[config.mk]
export PLATFORM = sky130hd
export DESIGN_NAME = fetch_stage
export DESIGN_NICKNAME = d
export VERILOG_FILES = /design/src/rtl/fetch_stage.sv
export SDC_FILE = /design/constraint.sdc
export NUM_CORES = 1
export LEC_CHECK = 0
export CAP_MARGIN = 5
export CORE_UTILIZATION = 30
export DETAILED_ROUTE_END_ITERATION = 8
export DONT_BUFFER_PORTS = 1
export GPL_ROUTABILITY_DRIVEN = 0
export PLACE_DENSITY = 0.52
export SYNTH_ARGS = -nofsm -noshare
export SYNTH_HDL_FRONTEND = slang
export SYNTH_SLANG_ARGS = --single-unit
[constraint.sdc]
create_clock -name clock -period 12.7 [get_ports clock]
set_clock_uncertainty 0.15 [all_clocks]
set_input_delay 3.81 -clock clock [delete_from_list [all_inputs] [get_ports clock]]
set_output_delay 3.81 -clock clock [all_outputs]
set_load 0.01 [all_outputs]
[src/rtl/fetch_stage.sv]
`default_nettype none
// +--------------------------------------------------------------------------+
// | Module      : fetch_stage                                                |
// | Description : IF pipe stage. Owns the PC, fetches instruction words over |
// |               a req/ack handshake (one outstanding request), buffers     |
// |               them in a small FIFO and loads the IF/ID register.         |
// |               Honours PC_write / IFID_write stalls and branch redirects. |
// | Revision    : 1.0 - initial release                                      |
// +--------------------------------------------------------------------------+
// | Parameters  : PC_RESET  - fetch address after reset (bits [1:0] = 0)     |
// |               BUF_DEPTH - fetch FIFO entries, power of two, >= 2         |
// | Ports       : clock, reset (sync, active-high)                           |
// |               PC_write, IFID_write            - stall controls           |
// |               branch_taken, branch_target     - redirect + flush         |
// |               imem_req/imem_addr/imem_ack/imem_rdata - imem handshake    |
// |               PC                              - current fetch pointer    |
// |               IFID_instr/IFID_PCplus4/IFID_valid - IF/ID register        |
// | Build macro : FETCH_BYPASS_EN - when defined, an acked word goes         |
// |               straight into IF/ID if the FIFO is empty and IF/ID is      |
// |               being written (saves one cycle of fetch latency).          |
// +--------------------------------------------------------------------------+
module fetch_stage #(
    parameter logic [31:0] PC_RESET  = 32'h0000_0000,
    parameter int          BUF_DEPTH = 2
) (
    input  logic        clock,
    input  logic        reset,
    input  logic        PC_write,
    input  logic        IFID_write,
    input  logic        branch_taken,
    input  logic [31:0] branch_target,
    output logic        imem_req,
    output logic [31:0] imem_addr,
    input  logic        imem_ack,
    input  logic [31:0] imem_rdata,
    output logic [31:0] PC,
    output logic [31:0] IFID_instr,
    output logic [31:0] IFID_PCplus4,
    output logic        IFID_valid
);

    localparam int c_PTR_W = (BUF_DEPTH > 1) ? $clog2(BUF_DEPTH) : 1;
    localparam int c_CNT_W = $clog2(BUF_DEPTH + 1);
    localparam logic [c_CNT_W-1:0] c_FULL    = c_CNT_W'(BUF_DEPTH);
    localparam logic [c_CNT_W-1:0] c_CNT_ONE = c_CNT_W'(1);
    localparam logic [c_PTR_W-1:0] c_PTR_ONE = c_PTR_W'(1);

    // WAIT: request outstanding, data wanted.
    // DISCARD: request outstanding, but a flush made its data stale.
    typedef enum logic [1:0] {
        ST_IDLE    = 2'd0,
        ST_WAIT    = 2'd1,
        ST_DISCARD = 2'd2
    } state_t;

    state_t             r_state;
    state_t             w_state_nxt;
    logic [31:0]        r_pc;
    logic [31:0]        r_req_addr;
    logic [31:0]        r_ifid_instr;
    logic [31:0]        r_ifid_pc4;
    logic               r_ifid_valid;
    logic [31:0]        r_fifo_instr [BUF_DEPTH];
    logic [31:0]        r_fifo_pc4   [BUF_DEPTH];
    logic [c_PTR_W-1:0] r_wr_ptr;
    logic [c_PTR_W-1:0] r_rd_ptr;
    logic [c_CNT_W-1:0] r_count;

    logic               w_req;
    logic [31:0]        w_addr;
    logic               w_accept;
    logic               w_bypass;
    logic               w_push;
    logic               w_pop;
    logic               w_fifo_empty;
    logic [31:0]        w_fetch_pc4;
    logic [31:0]        w_target;

    // ---------------- FSM: next state and handshake outputs ----------------
    always_comb begin
        w_state_nxt = r_state;
        w_req       = 1'b0;
        w_addr      = r_pc;
        case (r_state)
            ST_IDLE: begin
                // Issue gating on count guarantees a free slot for the reply.
                w_req  = PC_write && (r_count < c_FULL) && !branch_taken;
                w_addr = r_pc;
                if (w_req && !imem_ack) begin
                    w_state_nxt = ST_WAIT;
                end
            end
            ST_WAIT: begin
                // A request is never withdrawn once issued.
                w_req  = 1'b1;
                w_addr = r_req_addr;
                if (imem_ack) begin
                    w_state_nxt = ST_IDLE;
                end else if (branch_taken) begin
                    w_state_nxt = ST_DISCARD;
                end
            end
            ST_DISCARD: begin
                w_req  = 1'b1;
                w_addr = r_req_addr;
                if (imem_ack) begin
                    w_state_nxt = ST_IDLE;
                end
            end
            default: begin
                w_state_nxt = ST_IDLE;
            end
        endcase
        // imem shares the reset, so a pending request simply vanishes.
        if (reset) begin
            w_req = 1'b0;
        end
    end

    // ---------------- datapath control ----------------
    always_comb begin
        w_accept     = w_req && imem_ack && (r_state != ST_DISCARD) && !branch_taken;
        w_fifo_empty = (r_count == '0);
`ifdef FETCH_BYPASS_EN
        w_bypass     = w_accept && w_fifo_empty && IFID_write;
`else
        w_bypass     = 1'b0;
`endif
        w_push       = w_accept && !w_bypass;
        w_pop        = !branch_taken && IFID_write && !w_fifo_empty;
        w_fetch_pc4  = w_addr + 32'd4;
        w_target     = branch_target & 32'hFFFF_FFFC;
    end

    // ---------------- state, PC, FIFO pointers, IF/ID ----------------
    always_ff @(posedge clock) begin
        if (reset) begin
            r_state      <= ST_IDLE;
            r_pc         <= PC_RESET;
            r_req_addr   <= PC_RESET;
            r_wr_ptr     <= '0;
            r_rd_ptr     <= '0;
            r_count      <= '0;
            r_ifid_instr <= 32'd0;
            r_ifid_pc4   <= 32'd0;
            r_ifid_valid <= 1'b0;
        end else begin
            r_state <= w_state_nxt;

            if (r_state == ST_IDLE && w_req && !imem_ack) begin
                r_req_addr <= r_pc;
            end

            if (branch_taken) begin
                r_pc <= w_target;
            end else if (w_accept) begin
                r_pc <= r_pc + 32'd4;
            end

            if (branch_taken) begin
                r_wr_ptr <= '0;
                r_rd_ptr <= '0;
                r_count  <= '0;
            end else begin
                if (w_push) begin
                    r_wr_ptr <= r_wr_ptr + c_PTR_ONE;
                end
                if (w_pop) begin
                    r_rd_ptr <= r_rd_ptr + c_PTR_ONE;
                end
                case ({w_push, w_pop})
                    2'b10:   r_count <= r_count + c_CNT_ONE;
                    2'b01:   r_count <= r_count - c_CNT_ONE;
                    default: r_count <= r_count;
                endcase
            end

            // Flush wins over the load-use stall; a bubble is an sll nop (0).
            if (branch_taken) begin
                r_ifid_instr <= 32'd0;
                r_ifid_pc4   <= 32'd0;
                r_ifid_valid <= 1'b0;
            end else if (w_bypass) begin
                r_ifid_instr <= imem_rdata;
                r_ifid_pc4   <= w_fetch_pc4;
                r_ifid_valid <= 1'b1;
            end else if (IFID_write) begin
                if (w_pop) begin
                    r_ifid_instr <= r_fifo_instr[r_rd_ptr];
                    r_ifid_pc4   <= r_fifo_pc4[r_rd_ptr];
                    r_ifid_valid <= 1'b1;
                end else begin
                    r_ifid_instr <= 32'd0;
                    r_ifid_pc4   <= 32'd0;
                    r_ifid_valid <= 1'b0;
                end
            end
        end
    end

    // FIFO storage carries no reset; the count alone says what is valid.
    always_ff @(posedge clock) begin
        if (w_push && !reset) begin
            r_fifo_instr[r_wr_ptr] <= imem_rdata;
            r_fifo_pc4[r_wr_ptr]   <= w_fetch_pc4;
        end
    end

    assign imem_req     = w_req;
    assign imem_addr    = w_addr;
    assign PC           = r_pc;
    assign IFID_instr   = r_ifid_instr;
    assign IFID_PCplus4 = r_ifid_pc4;
    assign IFID_valid   = r_ifid_valid;

endmodule
`default_nettype wire
Word level (Yosys, flattened, before mapping) --
Memory sizes are Yosys's and may differ from the RTL's. A register that Yosys moved wholly into a read port is not among the register bits. Index checks and enable logic that the tools add are counted.
Storage, ports and cells: register bits 135, memory bits (writable) 128, bits of input ports 70, output and inout port bits 130, logic and storage cells 69, memories 2
Memories:
- r_fifo_instr | depth 2, width 32, read ports 1, clocked after memory_dff 1, wr ports 1, line 63 | logic [31:0] r_fifo_instr [BUF_DEPTH];
- r_fifo_pc4 | depth 2, width 32, read ports 1, clocked after memory_dff 1, wr ports 1, line 64 | logic [31:0] r_fifo_pc4 [BUF_DEPTH];
Operators by class: $add $sub $neg 6, order comparisons 1, eq/ne operators 8, muxes and demuxes 20, reductions and logical operators 22
Operator list (number):
- 32-bit 2-to-1 mux | 5
- 32-bit by 3-bit adder with 32-bit output, second input constant | 2
- 1-bit logical AND | 11
- 1-bit 2-to-1 mux | 8
- 2-bit 2-to-1 mux | 4
- 2-bit inequality test, second input constant | 3
- 2-bit one-hot mux with 3 select lines | 1
- 2-bit by 1-bit == test with 1-bit output, second input constant | 2
- 2-bit == test, second input constant | 2
- 1-bit logical NOT | 4
- 2-bit logical NOT | 2
- 2-bit one-hot mux with 2 select lines | 1
- 2-bit nonzero test | 2
- 2-bit OR reduction | 2
- 3-bit inequality test, second input constant | 1
- 3-bit AND reduction | 1
- 1-bit adder, second input constant | 2
- 2-bit by 1-bit adder with 2-bit output, second input constant | 1
- 2-bit < comparator, second input constant | 1
- 1-bit one-hot mux with 2 select lines | 1
- 2-bit by 1-bit subtractor with 2-bit output, second input constant | 1

Logic depth before layout (Yosys ltp) --
word-level depth 11, gate-level depth with buffers 12, mapped depth without buffers 10

Worst setup path after synthesis --
OpenSTA, ideal clock, no wires.
path type input-to-output, from in branch_taken, to out imem_req, arrival 4.514 ns, data required time 8.740 ns, setup slack 4.226 ns, stages 3, buffers on the path 0, cells stage by stage and4bb_4 nor2_1 nor3_1
Between the ends: cells in the longest elaborated chain, start to end 4
RTL lines:
- start: declaration | line 30 | input logic branch_taken,
- 1-bit logical NOT | line 87 | w_req = PC_write && (r_count < c_FULL) && !branch_taken;
- 1-bit logical AND | line 87
- 1-bit one-hot mux with 2 select lines | line 84 | case (r_state)
- 1-bit 2-to-1 mux | line 115 | if (reset) begin
- end: declaration | line 32 | output logic imem_req,
Every way passes these cells.

Final worst setup path --
Ends and elaborated chain as after synthesis.

==> results.py <==
metrics = {
    "pwr": {
        "cell_area_power_density_mw_per_mm2": 166,
        "ir_drop_uv": 149,
        "cellLeakagePower_nw": 4.23,
    },
    "setup_path": {
        "cp_data_required_time_ps": 8740,
        "path_cells": "and4bb_4, nor2_1, nor3_1",
        "arrival_time_at_the_worst_endpoint_ps": 4670,
        "setup.worst_path.class": "input port to output pin",
        "kind_of_end_point_of_the_critical_path": "output pin",
        "cp_slowest_cell": "sky130_fd_sc_hd__and4bb_4",
        "crit_path_start_kind": "input port",
        "critPathMaxFanout": 14,
        "timing.critical_path.slowest_cell_delay_ps": 380,
    },
    "cts": {
        "cts_made_buffers": 30,
        "postCtsSetupBuffers": 0,
        "cts_root_buffer": "sky130_fd_sc_hd__clkbuf_16",
        "clkSinkCount": 254,
        "cts_resized": 0,
        "clk_slew_on_worst_s_h_paths_ps": 60,
        "cts-root-to-sink-buffers": 3,
        "worstSkewPairLatency_ps": 570,
        "post_cts_hold_buffer_count": 0,
        "cts_tree": "done",
        "cts_max_level": 1,
    },
    "final_layout": {
        "areaGrowthSynthToFinish_pct": 12.6,
        "fin_nets": 1040,
        "final_core_util": 0.345,
        "commonest_cells_after_routing_fill_and_taps_aside": "sky130_fd_sc_hd__nor2_1 (192), sky130_fd_sc_hd__dfxtp_1 (129), sky130_fd_sc_hd__edfxtp_1 (124)",
        "final_layout_size_suffix_gt1_frac": 0.112,
        "final_instance_count_without_filler_cells": 1448,
        "layout.cells.most_common": "sky130_fd_sc_hd__nor2_1",
        "n_antenna_cell": 0,
    },
    "floorplan": {
        "core_area_mm2": 0.0358,
        "die_height_um": 193,
        "die_w_um": 193,
        "num_io_pins": 200,
        "initial_utilization": 0.306,
        "rows": 69,
        "die_area_mm2": 0.0374,
    },
    "route": {
        "dr.first_iter.drc_count": 315,
        "drt_first_pass_iters": 9,
        "route.antenna.remaining_nets": 0,
        "via_per_inst": 4.85,
        "drc": 14,
        "wirelength_um": 27200,
        "detailroute.via_count": 7030,
        "post_drt_wl_per_cell_um": 18.8,
    },
    "run_status": {
        "status": "finished with violations",
        "violations": "design-rule violations",
    },
    "yosys": {
        "post_synthesis_sequential_area_ratio": 0.576,
        "netlist-cell-type-count": 63,
        "share_of_synthesized_flip_flops_with_an_asynchronous_set_or_reset": 0,
        "netlist_instances": 983,
        "postSynth.topFlopCell": "sky130_fd_sc_hd__dfxtp_1",
        "synth_enable_flop_cells": 124,
        "yosysWarnings": 0,
        "synth_area_mm2": 0.0110,
        "syn_area_per_cell_um2": 11.2,
        "yosys_register_bits": 254,
    },
    "sta": {
        "timing_hold_violations_final": 0,
        "period_share": 0.679,
        "grt_setup_unrepaired": "false",
        "fin_crit_ps": 8630,
        "setup_tns_ps": 0,
        "tightest_slew_ps": 1120,
        "slew_margin_rel": 0.251,
        "final_max_slew_viol_count": 0,
        "fmaxAchievable_mhz": 116,
        "final_count_of_negative_setup_slack_endpoints": 0,
    },
    "global_routing": {
        "grt_pass1_vias": 6828,
        "grt_antenna_before_repair": 0,
        "grt_usage": 0.145,
        "maximum_number_of_pins_on_one_net_before_global_route_repair": 70,
        "sum_of_overflow_across_all_layers_after_global_routing": 0,
        "grt_pass1_wl_um": 42400,
    },
    "hold_path": {
        "timing.hold.worst.class": "flop to flop",
    },
    "placed_design": {
        "place.detailed.instances": 1392,
        "place.detailed.hpwl_um": 18300,
        "io_buffers": 0,
    },
    "job": {
        "maxCapViolations": 0,
    },
}
[cell usage after synthesis, types with 7 or more instances]
cell,number,area [um^2]
sky130_fd_sc_hd__nor3_1,14,70.1
sky130_fd_sc_hd__a21oi_1,73,365
sky130_fd_sc_hd__nor2_1,194,728
sky130_fd_sc_hd__mux2_2,21,236
sky130_fd_sc_hd__nand2_1,36,135
sky130_fd_sc_hd__ha_1,7,87.6
sky130_fd_sc_hd__mux2i_1,105,1050
sky130_fd_sc_hd__inv_1,17,63.8
sky130_fd_sc_hd__buf_6,7,78.8
sky130_fd_sc_hd__edfxtp_1,124,3720
sky130_fd_sc_hd__dfxtp_1,130,2600
sky130_fd_sc_hd__xor2_1,16,140
sky130_fd_sc_hd__nand3_1,20,100
sky130_fd_sc_hd__clkbuf_1,38,143
sky130_fd_sc_hd__a211oi_1,16,120
sky130_fd_sc_hd__o21ai_0,11,55.1
sky130_fd_sc_hd__nand3b_1,7,52.6
sky130_fd_sc_hd__xnor2_1,40,350
sky130_fd_sc_hd__nor4_1,7,43.8
sky130_fd_sc_hd__buf_1,7,26.3
sky130_fd_sc_hd__nand4_1,8,50.1
sky130_fd_sc_hd__buf_2,8,40.0
[cell type report]
| type | count | area, um^2 |
|---|---|---|
| Multi-Input combinational cell | 649 | 4290 |
| Clock inverter | 21 | 254 |
| Tap cell | 461 | 577 |
| Inverter | 19 | 71.3 |
| Clock buffer | 35 | 779 |
| Timing Repair Buffer | 9 | 67.6 |
| Sequential cell | 254 | 6330 |
| Fill cell | 3583 | 23500 |
[per-stage QoR]
stage                     total power [mW]  hold slack [ps]  worst slack, ps  cell area [um^2]
after floorplan                       1.14              308             4230             11000
after global placement                1.18              319             4070             11300
after detailed placement              1.18              337             4070             11300
after CTS                             2.09              350             4070             12400
after global routing                  2.14              365             4040             12400
final                                 2.05              348             4070             12400
[report_power, final]
group	internal [mW]	switching [mW]	total, mW	leakage, nW
Sequential	0.896	0.0277	0.924	2.18
Clock	0.542	0.347	0.889	0.503
Combinational	0.0851	0.155	0.240	1.54
Total	1.52	0.530	2.05	4.23
[final timing paths]
check | slack, ps | startpoint | endpoint | cells past startpoint
max | 4070 | branch_taken | imem_req | 3
min | 350 | r_req_addr[29] | r_req_addr[29] | 2
max reg2reg | 8470 | r_state[0] | r_fifo_pc4[0][28] | 11
min reg2reg | 350 | r_req_addr[29] | r_req_addr[29] | 2
[sequential cells by signal, summed over array words and instances, names as in the netlist, named ones only]
name / flops
IFID_instr: 32
r_fifo_instr: 64
IFID_PCplus4: 30
r_req_addr: 30
PC: 30
r_wr_ptr: 1
r_rd_ptr: 1
r_count: 2
r_fifo_pc4: 60
r_state: 2
IFID_valid: 1
[per-layer routing]
metal | vias up | routed length, um | GRT usage
met3 | 36 | 2520 | 0.0504
met5 | - | 0 | 0
met1 | 3341 | 12200 | 0.192
met2 | 204 | 12000 | 0.223
met4 | 0 | 533 | 0.0415
li1 | 3449 | - | -
[worst max-delay path, delay by kind of cell]
kind          cells  cell delay, ps
simple gates      3             860
[cell families (layout without fill, tap and decap cells)]
kind of cell    count (synthesis)  in the layout  share of synthesized area
buf+inv                        85             84                     0.0368
mux                           126            126                      0.117
simple gates                  328            328                      0.143
xor+xnor                       56             56                     0.0447
compound gates                126            126                     0.0735
flops                         254            254                      0.576
other cells                     1              6                   0.000342
fa+ha+maj                       7              7                    0.00798
Power figures use the tool's default switching activity.
